===== config.mk =====
export PLATFORM = sky130hd
export DESIGN_NAME = ysyx_22050518_mul_final_add_flat
export DESIGN_NICKNAME = d
export VERILOG_FILES = /design/src/rtl/ysyx_22050518_mul_pkg.sv /design/src/rtl/ysyx_22050518_mul_final_add_if.sv /design/src/rtl/ysyx_22050518_mul_tag_pipe.sv /design/src/rtl/ysyx_22050518_mul_final_add.sv /design/src/flat_wrapper.sv
export SDC_FILE = /design/constraint.sdc
export NUM_CORES = 1
export LEC_CHECK = 0
export BUFFER_PORTS_ARGS = -buffer_cell sky130_fd_sc_hd__buf_2
export CORE_UTILIZATION = 58
export CTS_BUF_LIST = sky130_fd_sc_hd__clkbuf_4
export DETAILED_ROUTE_END_ITERATION = 8
export GPL_TIMING_DRIVEN = 0
export PLACE_DENSITY = 0.83
export SLEW_MARGIN = 20
export SYNTH_ARGS = -nofsm -noshare
export SYNTH_HDL_FRONTEND = slang
export SYNTH_HIERARCHICAL = 1
export SYNTH_SLANG_ARGS = --single-unit

===== constraint.sdc =====
create_clock -name clk -period 5.7 [get_ports clk]
set_input_delay 1.71 -clock clk [delete_from_list [all_inputs] [get_ports clk]]
set_output_delay 1.71 -clock clk [all_outputs]
set_load 0.02 [all_outputs]

===== src/rtl/ysyx_22050518_mul_pkg.sv =====
// ---------------------------------------------------------------------------
// ysyx_22050518_mul_pkg
// Shared types and constants for the RV64 multiplier back end.
//   XLEN     : operand/result width
//   COLS     : Wallace tree column count (width of tree_s / tree_c)
//   TREE_LAT : register stages between issue and tree output
//   mul_op_e : RV64M multiply op encoding
//   mul_tag_t: per-operation tag carried alongside the tree
// ---------------------------------------------------------------------------
package ysyx_22050518_mul_pkg;

    localparam int XLEN     = 64;
    localparam int COLS     = 132;
    localparam int TREE_LAT = 8;

    typedef enum logic [1:0] {
        MUL    = 2'd0,
        MULH   = 2'd1,
        MULHSU = 2'd2,
        MULHU  = 2'd3
    } mul_op_e;

    typedef struct packed {
        logic    valid;
        mul_op_e op;
        logic    word;
    } mul_tag_t;

    // MULW result: low 32 bits sign-extended to XLEN.
    function automatic logic [XLEN-1:0] sext_word(input logic [31:0] v);
        return {{(XLEN-32){v[31]}}, v};
    endfunction

endpackage


===== src/rtl/ysyx_22050518_mul_final_add_if.sv =====
// ---------------------------------------------------------------------------
// ysyx_22050518_mul_final_add_if
// Bundles the issue side, tree data and the writeback handshake of the
// multiplier final-add stage.
//   master : upstream/writeback side (drives issue, tree data, res_ready)
//   slave  : final-add block (drives res_valid, res_data, busy)
// ---------------------------------------------------------------------------
interface ysyx_22050518_mul_final_add_if;
    import ysyx_22050518_mul_pkg::*;

    logic            issue_valid;
    logic [1:0]      issue_op;
    logic            issue_word;
    logic            flush;
    logic [COLS-1:0] tree_s;
    logic [COLS-1:0] tree_c;
    logic            res_valid;
    logic            res_ready;
    logic [XLEN-1:0] res_data;
    logic            busy;

    modport master (
        output issue_valid, issue_op, issue_word, flush, tree_s, tree_c, res_ready,
        input  res_valid, res_data, busy
    );

    modport slave (
        input  issue_valid, issue_op, issue_word, flush, tree_s, tree_c, res_ready,
        output res_valid, res_data, busy
    );

endinterface


===== src/rtl/ysyx_22050518_mul_tag_pipe.sv =====
// ---------------------------------------------------------------------------
// ysyx_22050518_mul_tag_pipe
// DEPTH-deep shift register of {valid, op, word} tags that tracks each
// multiply through the tree's fixed register latency.
//   clk, rst_n : clock, async active-low reset
//   flush      : synchronous clear of every entry
//   tag_in     : entry 0 load value (valid already qualified by the caller)
//   tag_out    : last entry, aligned with the tree output
//   any_valid  : OR of every entry's valid bit
// ---------------------------------------------------------------------------
module ysyx_22050518_mul_tag_pipe
    import ysyx_22050518_mul_pkg::*;
#(
    parameter int DEPTH = TREE_LAT
) (
    input  logic     clk,
    input  logic     rst_n,
    input  logic     flush,
    input  mul_tag_t tag_in,
    output mul_tag_t tag_out,
    output logic     any_valid
);

    mul_tag_t stages [DEPTH];

    always_ff @(posedge clk or negedge rst_n) begin
        if (!rst_n) begin
            for (int i = 0; i < DEPTH; i++) stages[i] <= '0;
        end else if (flush) begin
            for (int i = 0; i < DEPTH; i++) stages[i] <= '0;
        end else begin
            stages[0] <= tag_in;
            for (int i = 1; i < DEPTH; i++) stages[i] <= stages[i-1];
        end
    end

    always_comb begin
        any_valid = 1'b0;
        for (int i = 0; i < DEPTH; i++) any_valid = any_valid | stages[i].valid;
    end

    assign tag_out = stages[DEPTH-1];

endmodule


===== src/rtl/ysyx_22050518_mul_final_add.sv =====
// ---------------------------------------------------------------------------
// ysyx_22050518_mul_final_add
// Final stage of the pipelined RV64 multiplier: resolves the tree's
// sum/carry columns with a two-stage carry-propagate adder, selects the
// RV64M result field and holds it under a valid/ready handshake.
//   clk, rst_n : clock, async active-low reset
//   bus        : slave side of ysyx_22050518_mul_final_add_if
// ---------------------------------------------------------------------------
module ysyx_22050518_mul_final_add
    import ysyx_22050518_mul_pkg::*;
(
    input  logic                          clk,
    input  logic                          rst_n,
    ysyx_22050518_mul_final_add_if.slave  bus
);

    logic            issue_accept;
    logic            issue_dropped;
    mul_tag_t        tag_in;
    mul_tag_t        tag_tail;
    logic            tag_busy;

    logic [XLEN:0]   lo_sum;
    logic            a_valid;
    mul_op_e         a_op;
    logic            a_word;
    logic [XLEN-1:0] a_lo;
    logic            a_cy;
    logic [XLEN-1:0] a_s_hi;
    logic [XLEN-1:0] a_c_hi;

    logic [XLEN-1:0] hi_sum;
    logic [XLEN-1:0] sel;

    logic            res_valid_q;
    logic [XLEN-1:0] res_data_q;
    logic            busy;

    // Flush wins over a same-cycle issue.
    assign issue_accept  = bus.issue_valid & ~busy & ~bus.flush;
    assign issue_dropped = bus.issue_valid & busy;

    assign tag_in = '{valid: issue_accept,
                      op:    mul_op_e'(bus.issue_op),
                      word:  bus.issue_word};

    ysyx_22050518_mul_tag_pipe #(
        .DEPTH (TREE_LAT)
    ) u_tag_pipe (
        .clk       (clk),
        .rst_n     (rst_n),
        .flush     (bus.flush),
        .tag_in    (tag_in),
        .tag_out   (tag_tail),
        .any_valid (tag_busy)
    );

    // Stage A: low half of P = s + (c << 1). The carry vector is shifted
    // by one, so c[62:0] lands on bits [63:1] and c[63] is the first
    // carry bit belonging to the high half.
    assign lo_sum = {1'b0, bus.tree_s[XLEN-1:0]} + {1'b0, bus.tree_c[XLEN-2:0], 1'b0};

    always_ff @(posedge clk or negedge rst_n) begin
        if (!rst_n) begin
            a_valid <= 1'b0;
            a_op    <= MUL;
            a_word  <= 1'b0;
            a_lo    <= '0;
            a_cy    <= 1'b0;
            a_s_hi  <= '0;
            a_c_hi  <= '0;
        end else begin
            a_valid <= tag_tail.valid & ~bus.flush;
            if (tag_tail.valid) begin
                a_op   <= tag_tail.op;
                a_word <= tag_tail.word;
                a_lo   <= lo_sum[XLEN-1:0];
                a_cy   <= lo_sum[XLEN];
                a_s_hi <= bus.tree_s[2*XLEN-1:XLEN];
                a_c_hi <= bus.tree_c[2*XLEN-2:XLEN-1];
            end
        end
    end

    // Stage B is combinational off the stage-A registers and feeds the
    // result register directly; it is valid exactly when a_valid is.
    // Bits of P at 2*XLEN and above fall off the 64-bit sum.
    assign hi_sum = a_s_hi + a_c_hi + {{(XLEN-1){1'b0}}, a_cy};

    always_comb begin
        sel = hi_sum;
        if (a_word)          sel = sext_word(a_lo[31:0]);
        else if (a_op == MUL) sel = a_lo;
    end

    // Only one operation is ever in flight, so a_valid never coincides
    // with a held result.
    always_ff @(posedge clk or negedge rst_n) begin
        if (!rst_n) begin
            res_valid_q <= 1'b0;
            res_data_q  <= '0;
        end else if (bus.flush) begin
            res_valid_q <= 1'b0;
        end else if (a_valid) begin
            res_valid_q <= 1'b1;
            res_data_q  <= sel;
        end else if (res_valid_q && bus.res_ready) begin
            res_valid_q <= 1'b0;
        end
    end

    // res_ready term lets a new issue overlap the handoff cycle.
    assign busy = tag_busy | a_valid | (res_valid_q & ~bus.res_ready);

    assign bus.res_valid = res_valid_q;
    assign bus.res_data  = res_data_q;
    assign bus.busy      = busy;

    ap_no_issue_when_busy : assert property (
        @(posedge clk) disable iff (!rst_n) !issue_dropped
    ) else $warning("issue_valid while busy: request dropped");

endmodule


===== src/flat_wrapper.sv =====
// flat-port wrapper written by rule: the top's interface ports become plain ports
module ysyx_22050518_mul_final_add_flat import ysyx_22050518_mul_pkg::*;
  (clk, rst_n, bus_issue_valid, bus_issue_op, bus_issue_word, bus_flush, bus_tree_s, bus_tree_c, bus_res_ready, bus_res_valid, bus_res_data, bus_busy);
  ysyx_22050518_mul_final_add_if bus_i ();
  input  logic clk;
  input  logic rst_n;
  input wire logic [$bits(bus_i.issue_valid)-1:0] bus_issue_valid;
  input wire logic [$bits(bus_i.issue_op)-1:0] bus_issue_op;
  input wire logic [$bits(bus_i.issue_word)-1:0] bus_issue_word;
  input wire logic [$bits(bus_i.flush)-1:0] bus_flush;
  input wire logic [$bits(bus_i.tree_s)-1:0] bus_tree_s;
  input wire logic [$bits(bus_i.tree_c)-1:0] bus_tree_c;
  input wire logic [$bits(bus_i.res_ready)-1:0] bus_res_ready;
  output wire logic [$bits(bus_i.res_valid)-1:0] bus_res_valid;
  output wire logic [$bits(bus_i.res_data)-1:0] bus_res_data;
  output wire logic [$bits(bus_i.busy)-1:0] bus_busy;
  assign bus_i.issue_valid = bus_issue_valid;
  assign bus_i.issue_op = bus_issue_op;
  assign bus_i.issue_word = bus_issue_word;
  assign bus_i.flush = bus_flush;
  assign bus_i.tree_s = bus_tree_s;
  assign bus_i.tree_c = bus_tree_c;
  assign bus_i.res_ready = bus_res_ready;
  assign bus_res_valid = bus_i.res_valid;
  assign bus_res_data = bus_i.res_data;
  assign bus_busy = bus_i.busy;
  ysyx_22050518_mul_final_add u_core (.clk(clk), .rst_n(rst_n), .bus(bus_i));
endmodule

==> results.py, run 1 <==
metrics = {
    "route": {
        "remaining_drc_errors": 0,
        "route.final.wire_length_mm": 55.3,
        "dr_wl_met3_mm": 4.07,
        "vias": 17100,
        "met1_length_mm": 24.3,
        "routed.top_layer": "met4",
        "drtPass1Iterations": 5,
        "first_iter_violations": 1382,
        "wl_met2_mm": 25.3,
        "wl_per_cell_um": 19.4,
        "ant_nets": 0,
        "vias_per_cell": 5.99,
    },
    "yosys": {
        "synth_compound_area_frac": 0.194,
        "postSynthCellCount": 1951,
        "synth_top_family_by_area": "compound AO/OA/AOI/OAI gates",
        "seq_area_frac_synth": 0.388,
        "synthAdderAreaFrac": 0.0857,
        "syn_area_per_cell_sq_um": 9.71,
        "ys_ff_latch": 294,
        "synth_fp_nets": 2351,
        "synth_edf_count": 0,
        "syn_area_sq_um": 18900,
        "synth_xor_area_frac": 0.0522,
        "ys_types": 94,
        "synth-simple-area-share": 0.129,
        "synthMuxAreaShare": 0.112,
        "yosys_warnings": 6,
        "ys.flop_type": "dfrtp_1",
        "async_flop_share": 1.00,
    },
    "grt": {
        "antenna_found_initial": 2,
        "grt_pass1_vias": 16400,
        "grt_pass1_wl_mm": 85.7,
        "grt_overflow": 0,
        "grt_use_total": 0.328,
        "grt_max_degree": 90,
    },
    "timing": {
        "tightest_slew_ps": 1030,
        "max_slew_margin": 0.304,
        "fin_setup_tns_ps": 0,
        "setup_violations": 0,
        "finalHoldViolCount": 0,
        "fin_skew_ps": 72.6,
        "maxSlewViolCount": 0,
        "fin_ws_ps": 1310,
        "finalCriticalPeriod_ps": 4390,
        "rsz0062_at_grt": "false",
        "clock.fmax_mhz": 228,
        "fin_crit_sh": 0.770,
    },
    "die": {
        "fp.dieArea_sq_um": 33400,
        "die_y_um": 183,
        "die_w_um": 183,
        "initial_core_util": 0.594,
        "core_area_sq_um": 31900,
        "io_pins": 338,
        "rows": 65,
    },
    "setup_path": {
        "startpoint_type": "flip-flop",
        "crit_buf_inv": 0,
        "crit_required_ps": 6290,
        "crit_top_cell": "a21oi_1",
        "cp.arrival_ps": 4980,
        "critPathMaxFanout": 3,
        "rrSetupSlack_ps": 1310,
        "slowest_delay_ps": 850,
        "slowest_stage": "o41ai_1",
        "worstSetupPathType": "reg2reg",
        "end_kind": "flip-flop",
        "path_cells": "fa_1 -> a211oi_1 -> o21ai_0 -> a21oi_1 -> nor4b_1 -> o41ai_1 -> o21ai_2 -> a311oi_1 -> a21oi_1 -> xnor2_1 -> a221oi_1",
        "critical_path.top_delay_family": "compound AO/OA/AOI/OAI gates",
    },
    "clock_tree": {
        "cts.hold.buffers_added": 0,
        "clk_pin_slew_worst_paths_ps": 60,
        "cts_resized": 0,
        "numCtsBuffers": 76,
        "htreeDepth": 3,
        "clk_latency_ps": 760,
        "cts_setup_buffers": 0,
        "cts_tree": "yes",
        "cts_root_buf": "clkbuf_4",
        "clock_path_buffers": 3,
        "cts.sinks": 294,
    },
    "finish": {
        "fill_cells": 2510,
        "seqCellArea_sq_um": 7360,
        "syn2layout_area_growth_pct": 17.3,
        "fin_area_sq_um": 22200,
        "multiInputGateArea_sq_um": 10900,
        "drive_gt1_frac": 0.289,
        "final_nets": 2760,
    },
    "power": {
        "leakagePower_nw": 11.2,
        "fin_total_pwr_mw": 4.88,
        "vdd_drop_max_mv": 0.209,
        "p_per_area_nw_per_um2": 219,
    },
    "placed_design": {
        "post_dp_cell_area_sq_um": 21200,
        "gp_congestion": 0.949,
        "hpwlAfterDp_mm": 43.3,
        "port_buffers": 328,
        "dp_slack_ps": 783,
    },
    "status": {
        "outcome": "finished clean",
    },
    "flow_run": {
        "drv_cap": 0,
    },
    "min_path": {
        "hold_class": "reg2reg",
    },
}
==> synth_stat cells, types with 12 or more instances <==
| cell type | n | area [sq um] |
|---|---|---|
| nand4_1 | 35 | 219 |
| nand2b_1 | 12 | 75.1 |
| dfrtp_1 | 294 | 7360 |
| nor4_1 | 12 | 75.1 |
| clkbuf_1 | 74 | 278 |
| ha_1 | 125 | 1560 |
| xor2_1 | 44 | 385 |
| mux2_2 | 186 | 2090 |
| inv_1 | 44 | 165 |
| a221oi_1 | 21 | 184 |
| nand3_1 | 26 | 130 |
| o21ai_0 | 127 | 636 |
| o21a_1 | 12 | 90.1 |
| nand2_1 | 153 | 574 |
| a21o_1 | 68 | 510 |
| nor2b_1 | 41 | 257 |
| nor2_1 | 137 | 514 |
| a31oi_1 | 18 | 113 |
| o21bai_1 | 28 | 210 |
| a21oi_1 | 200 | 1000 |
| nor3_1 | 24 | 120 |
| xnor2_1 | 69 | 604 |
==> routing by layer <==
layer  vias up  GRT usage
met5         -          0
met4         0      0.120
met3       112     0.0530
met2       762      0.520
met1      8240      0.453
li1       7954          -
==> path summary, 6_finish.rpt <==
| path | startpoint | endpoint | cells past startpoint |
|---|---|---|---|
| setup / recovery | u_core/a_cy | u_core/bus.res_data[61] | 11 |
| hold / removal | u_core/u_tag_pipe/stages[10] | u_core/u_tag_pipe/stages[6] | 1 |
| setup reg to reg | u_core/a_cy | u_core/bus.res_data[61] | 11 |
| hold reg to reg | u_core/u_tag_pipe/stages[10] | u_core/u_tag_pipe/stages[6] | 1 |
| max in group asynchronous | rst_n | u_core/bus.res_data[40] | 3 |
| min in group asynchronous | rst_n | u_core/a_c_hi[1] | 1 |
==> layout by cell type, fill, tap and decap left out, drive strengths merged, types with 24 or more instances in the layout <==
cell type    n
nand4       36
nor2       137
nand3       26
nor3        24
nand2      154
mux2       186
clkbuf     190
buf        344
a21o        69
dfrtp      294
o21ai      132
xnor2       69
o21bai      28
ha         125
xor2        44
nor2b       41
inv         44
a21oi      201
==> state kept, by name, summed over array words and instances (netlist names) <==
signal and cells:
u_core/a_cy 1, u_core/a_c_hi 64, u_core/a_lo 64, u_core/bus.res_valid 1, u_core/u_tag_pipe/stages 28, u_core/a_s_hi 64, u_core/a_valid 1, u_core/u_tag_pipe/tag_out 4
u_core/a_op 2, u_core/bus.res_data 64, u_core/a_word 1
==> cell type report <==
class / instances / area share
inverters: 44 / 0.00743
repair buffers: 331 / 0.0780
diodes: 3 / 0.000338
multi-input cells: 1509 / 0.488
plain buffers: 104 / 0.0256
flip-flops and latches: 294 / 0.331
well taps: 435 / 0.0245
clock inverters: 22 / 0.00844
clock buffers: 108 / 0.0365
==> kinds of logic after synthesis <==
family / Yosys count
buffers and inverters: 148
adder cells (fa/ha/maj): 128
AO/OA/AOI/OAI: 577
flip-flops: 294
multiplexers: 189
AND/OR/NAND/NOR: 502
XOR/XNOR: 113
==> where the power goes <==
part | internal (mW) | switching, mW | total [mW] | leakage [nW]
clock | 1.01 | 0.888 | 1.90 | 0.581
sequential | 2.14 | 0.0408 | 2.18 | 4.03
combinational | 0.332 | 0.468 | 0.800 | 6.56
==> stage by stage <==
step | hold slack, ps | utilization | cells
floorplan | 439 | - | 1951
detailed placement | 450 | 0.666 | 2717
finish | 444 | 0.697 | 2850
global placement | 445 | 0.663 | 2714
global route | 443 | 0.697 | 2849
CTS | 429 | 0.697 | 2847
No activity file was read; power rests on OpenSTA's default activity.
==> run 2: changes to the inputs <==
--- a/config.mk
+++ b/config.mk
@@ -6,11 +6,11 @@
 export NUM_CORES = 1
 export LEC_CHECK = 0
 export BUFFER_PORTS_ARGS = -buffer_cell sky130_fd_sc_hd__buf_2
-export CORE_UTILIZATION = 58
+export CORE_UTILIZATION = 53
 export CTS_BUF_LIST = sky130_fd_sc_hd__clkbuf_4
 export DETAILED_ROUTE_END_ITERATION = 8
 export GPL_TIMING_DRIVEN = 0
-export PLACE_DENSITY = 0.83
+export PLACE_DENSITY = 0.8
 export SLEW_MARGIN = 20
 export SYNTH_ARGS = -nofsm -noshare
 export SYNTH_HDL_FRONTEND = slang
==> constraint.sdc (replaced) <==
create_clock -name clk -period 3.6 [get_ports clk]
set_input_delay 1.08 -clock clk [delete_from_list [all_inputs] [get_ports clk]]
set_output_delay 1.08 -clock clk [all_outputs]
set_load 0.02 [all_outputs]
==> run 2 against run 1 <==
  * Combinational power rose by 61%
  * Worst setup slack got worse by 1300 ps
  * Sequential share of layout area shrank 0.14 points
  * Critical endpoint unchanged
  * Highest routed layer unchanged
  * Clock power grew 43%
  * Non-clock buffer count rose by 7
  * First-iteration DRC count down 6.0%
  * Final cell count rose by 0.25%
==> results.py, run 2 (synthesis gave the netlist of run 1 again) <==
metrics = {
    "status": {
        "outcome": "finished clean",
    },
    "route": {
        "vias": 16900,
        "remaining_drc_errors": 0,
        "wl_per_cell_um": 19.6,
        "ant_nets": 0,
        "drtPass1Iterations": 5,
        "route.final.wire_length_mm": 56.0,
        "first_iter_violations": 1299,
        "vias_per_cell": 5.91,
    },
    "finish": {
        "drive_gt1_frac": 0.298,
        "final_cell_mix": "buf_2, dfrtp_1, a21oi_1",
        "syn2layout_area_growth_pct": 17.8,
        "final_core_util": 0.640,
        "final_nets": 2765,
        "final_common_cell": "buf_2",
    },
    "setup_path": {
        "slowest_delay_ps": 460,
        "crit_top_cell": "buf_4",
        "path_cells": "fa_2 -> buf_4 -> a211oi_2 -> o21ai_1 -> a21oi_2 -> nor4b_2 -> o41ai_2 -> buf_4 -> o21ai_2 -> a311oi_2 -> a21oi_1 -> xnor2_2 -> a221oi_1",
        "startpoint_type": "flip-flop",
        "end_kind": "flip-flop",
        "cp.arrival_ps": 4160,
        "critPathMaxFanout": 3,
        "slowest_stage": "fa_2",
        "worstSetupPathType": "reg2reg",
        "crit_required_ps": 4180,
    },
    "clock_tree": {
        "numCtsBuffers": 74,
        "htreeDepth": 3,
        "clock_path_buffers": 3,
        "clk_pin_slew_worst_paths_ps": 70,
        "cts_tree": "yes",
        "cts_root_buf": "clkbuf_4",
        "clk_latency_ps": 700,
        "cts.sinks": 294,
    },
    "die": {
        "die_w_um": 191,
        "die_y_um": 191,
        "core_area_sq_um": 34900,
        "fp.dieArea_sq_um": 36500,
        "rows": 68,
        "io_pins": 338,
        "initial_core_util": 0.543,
    },
    "power": {
        "pwr-share-comb": 0.173,
        "vdd_drop_max_mv": 0.284,
        "seqPwrFrac": 0.462,
        "swShare": 0.286,
        "internal_power_mw": 5.32,
        "switching_power_mw": 2.13,
        "power.share.clock": 0.365,
        "p_per_area_nw_per_um2": 334,
        "leakagePower_nw": 11.2,
    },
    "grt": {
        "grt_max_degree": 99,
        "grt_overflow": 0,
        "antenna_found_initial": 3,
        "grt_use_total": 0.305,
        "grt_pass1_vias": 16500,
        "grt_pass1_wl_mm": 86.9,
    },
    "placed_design": {
        "port_buffers": 328,
        "gp_congestion": 0.934,
        "hpwlAfterDp_mm": 43.9,
        "dp_slack_ps": -680,
    },
    "timing": {
        "max_slew_margin": 0.231,
        "fin_crit_sh": 0.992,
        "finalCriticalPeriod_ps": 3570,
        "setup_violations": 0,
        "fin_setup_tns_ps": 0,
        "tightest_slew_ps": 1150,
        "finalHoldViolCount": 0,
        "rsz0062_at_grt": "true",
        "clock.fmax_mhz": 280,
        "fin_ws_ps": 28.4,
        "fin_skew_ps": 18.3,
        "maxSlewViolCount": 0,
    },
    "flow_run": {
        "drv_cap": 0,
    },
    "min_path": {
        "hold_class": "in2async",
    },
}
## run 2: changes by cell type in the layout (fill, tap and decap cells not counted), sizes merged
cell      before  now
buf          344  354
clkinv        17    6
inv           44   46
bufinv         3    2
diode          3    2
clkinvlp       2    1
clkbuf       190  179
## run 2: area by class of cell
type	instances	area [sq um]
clock buffer	100	751
multi-input combinational	1509	11000
clock inverter	11	97.6
inverter	44	165
antenna	2	5.00
buffer	101	558
tap	455	569
sequential	294	7360
fill	2971	12600
timing repair buffer	341	1810
## run 2: critical path, delay by kind of cell (launching register included)
kind / cells / cell delay, ps
xor gates and xnor gates: 1 / 200
adders and majority gates: 1 / 460
AOI/OAI and AO/OA: 8 / 1960
DFF: 1 / 410
buffers and inverters: 2 / 340
and+or+nand+nor: 1 / 110
## run 2: layer usage
layer | track usage | routed length (um) | vias up
met2 | 0.475 | 25400 | 700
met3 | 0.0446 | 3590 | 108
li1 | - | - | 7969
met4 | 0.117 | 1670 | 0
met1 | 0.427 | 25400 | 8105
met5 | 0 | 0 | -
## run 2: through the flow
| stage | cells | hold slack, ps | area [sq um] | total power [mW] |
|---|---|---|---|---|
| floorplan | 1951 | 439 | 19000 | 4.25 |
| global route | 2857 | 98.5 | 22300 | 7.84 |
| global placement | 2734 | 442 | 21200 | 4.72 |
| detailed placement | 2737 | 450 | 21300 | 4.76 |
| finish | 2857 | 169 | 22300 | 7.45 |
| CTS | 2852 | 109 | 22200 | 7.51 |
## run 2: final timing paths
kind | startpoint | end | slack (ps) | cells after the start
worst max-delay path | u_core/a_s_hi[0] | u_core/bus.res_data[61] | 30 | 13
worst min-delay path | rst_n | u_core/a_c_hi[19] | 170 | 1
worst max register to register | u_core/a_s_hi[0] | u_core/bus.res_data[61] | 30 | 13
worst min register to register | u_core/u_tag_pipe/stages[4] | u_core/u_tag_pipe/tag_out[0] | 460 | 1
max in group asynchronous | rst_n | u_core/u_tag_pipe/stages[26] | 2240 | 3
min in group clk | u_core/u_tag_pipe/stages[4] | u_core/u_tag_pipe/tag_out[0] | 460 | 1
## run 2: timing repair
action | 4_1_cts | 5_1_grt
cloned | 0 | 0
endpoints found under the setup margin | 19 | 31
gates resized for setup | 9 | 20
hold buffers | 0 | 0
setup buffers | 4 | 6
pin swaps | 4 | 11
## run 2: power groups by stage
stage                     clock (mW)  combinational, mW  sequential (mW)
after floorplan                    0              0.743             3.51
after global placement             0               1.22             3.50
after detailed placement           0               1.25             3.51
after CTS                       2.80               1.26             3.44
after global routing            2.98               1.41             3.45
final                           2.72               1.29             3.45
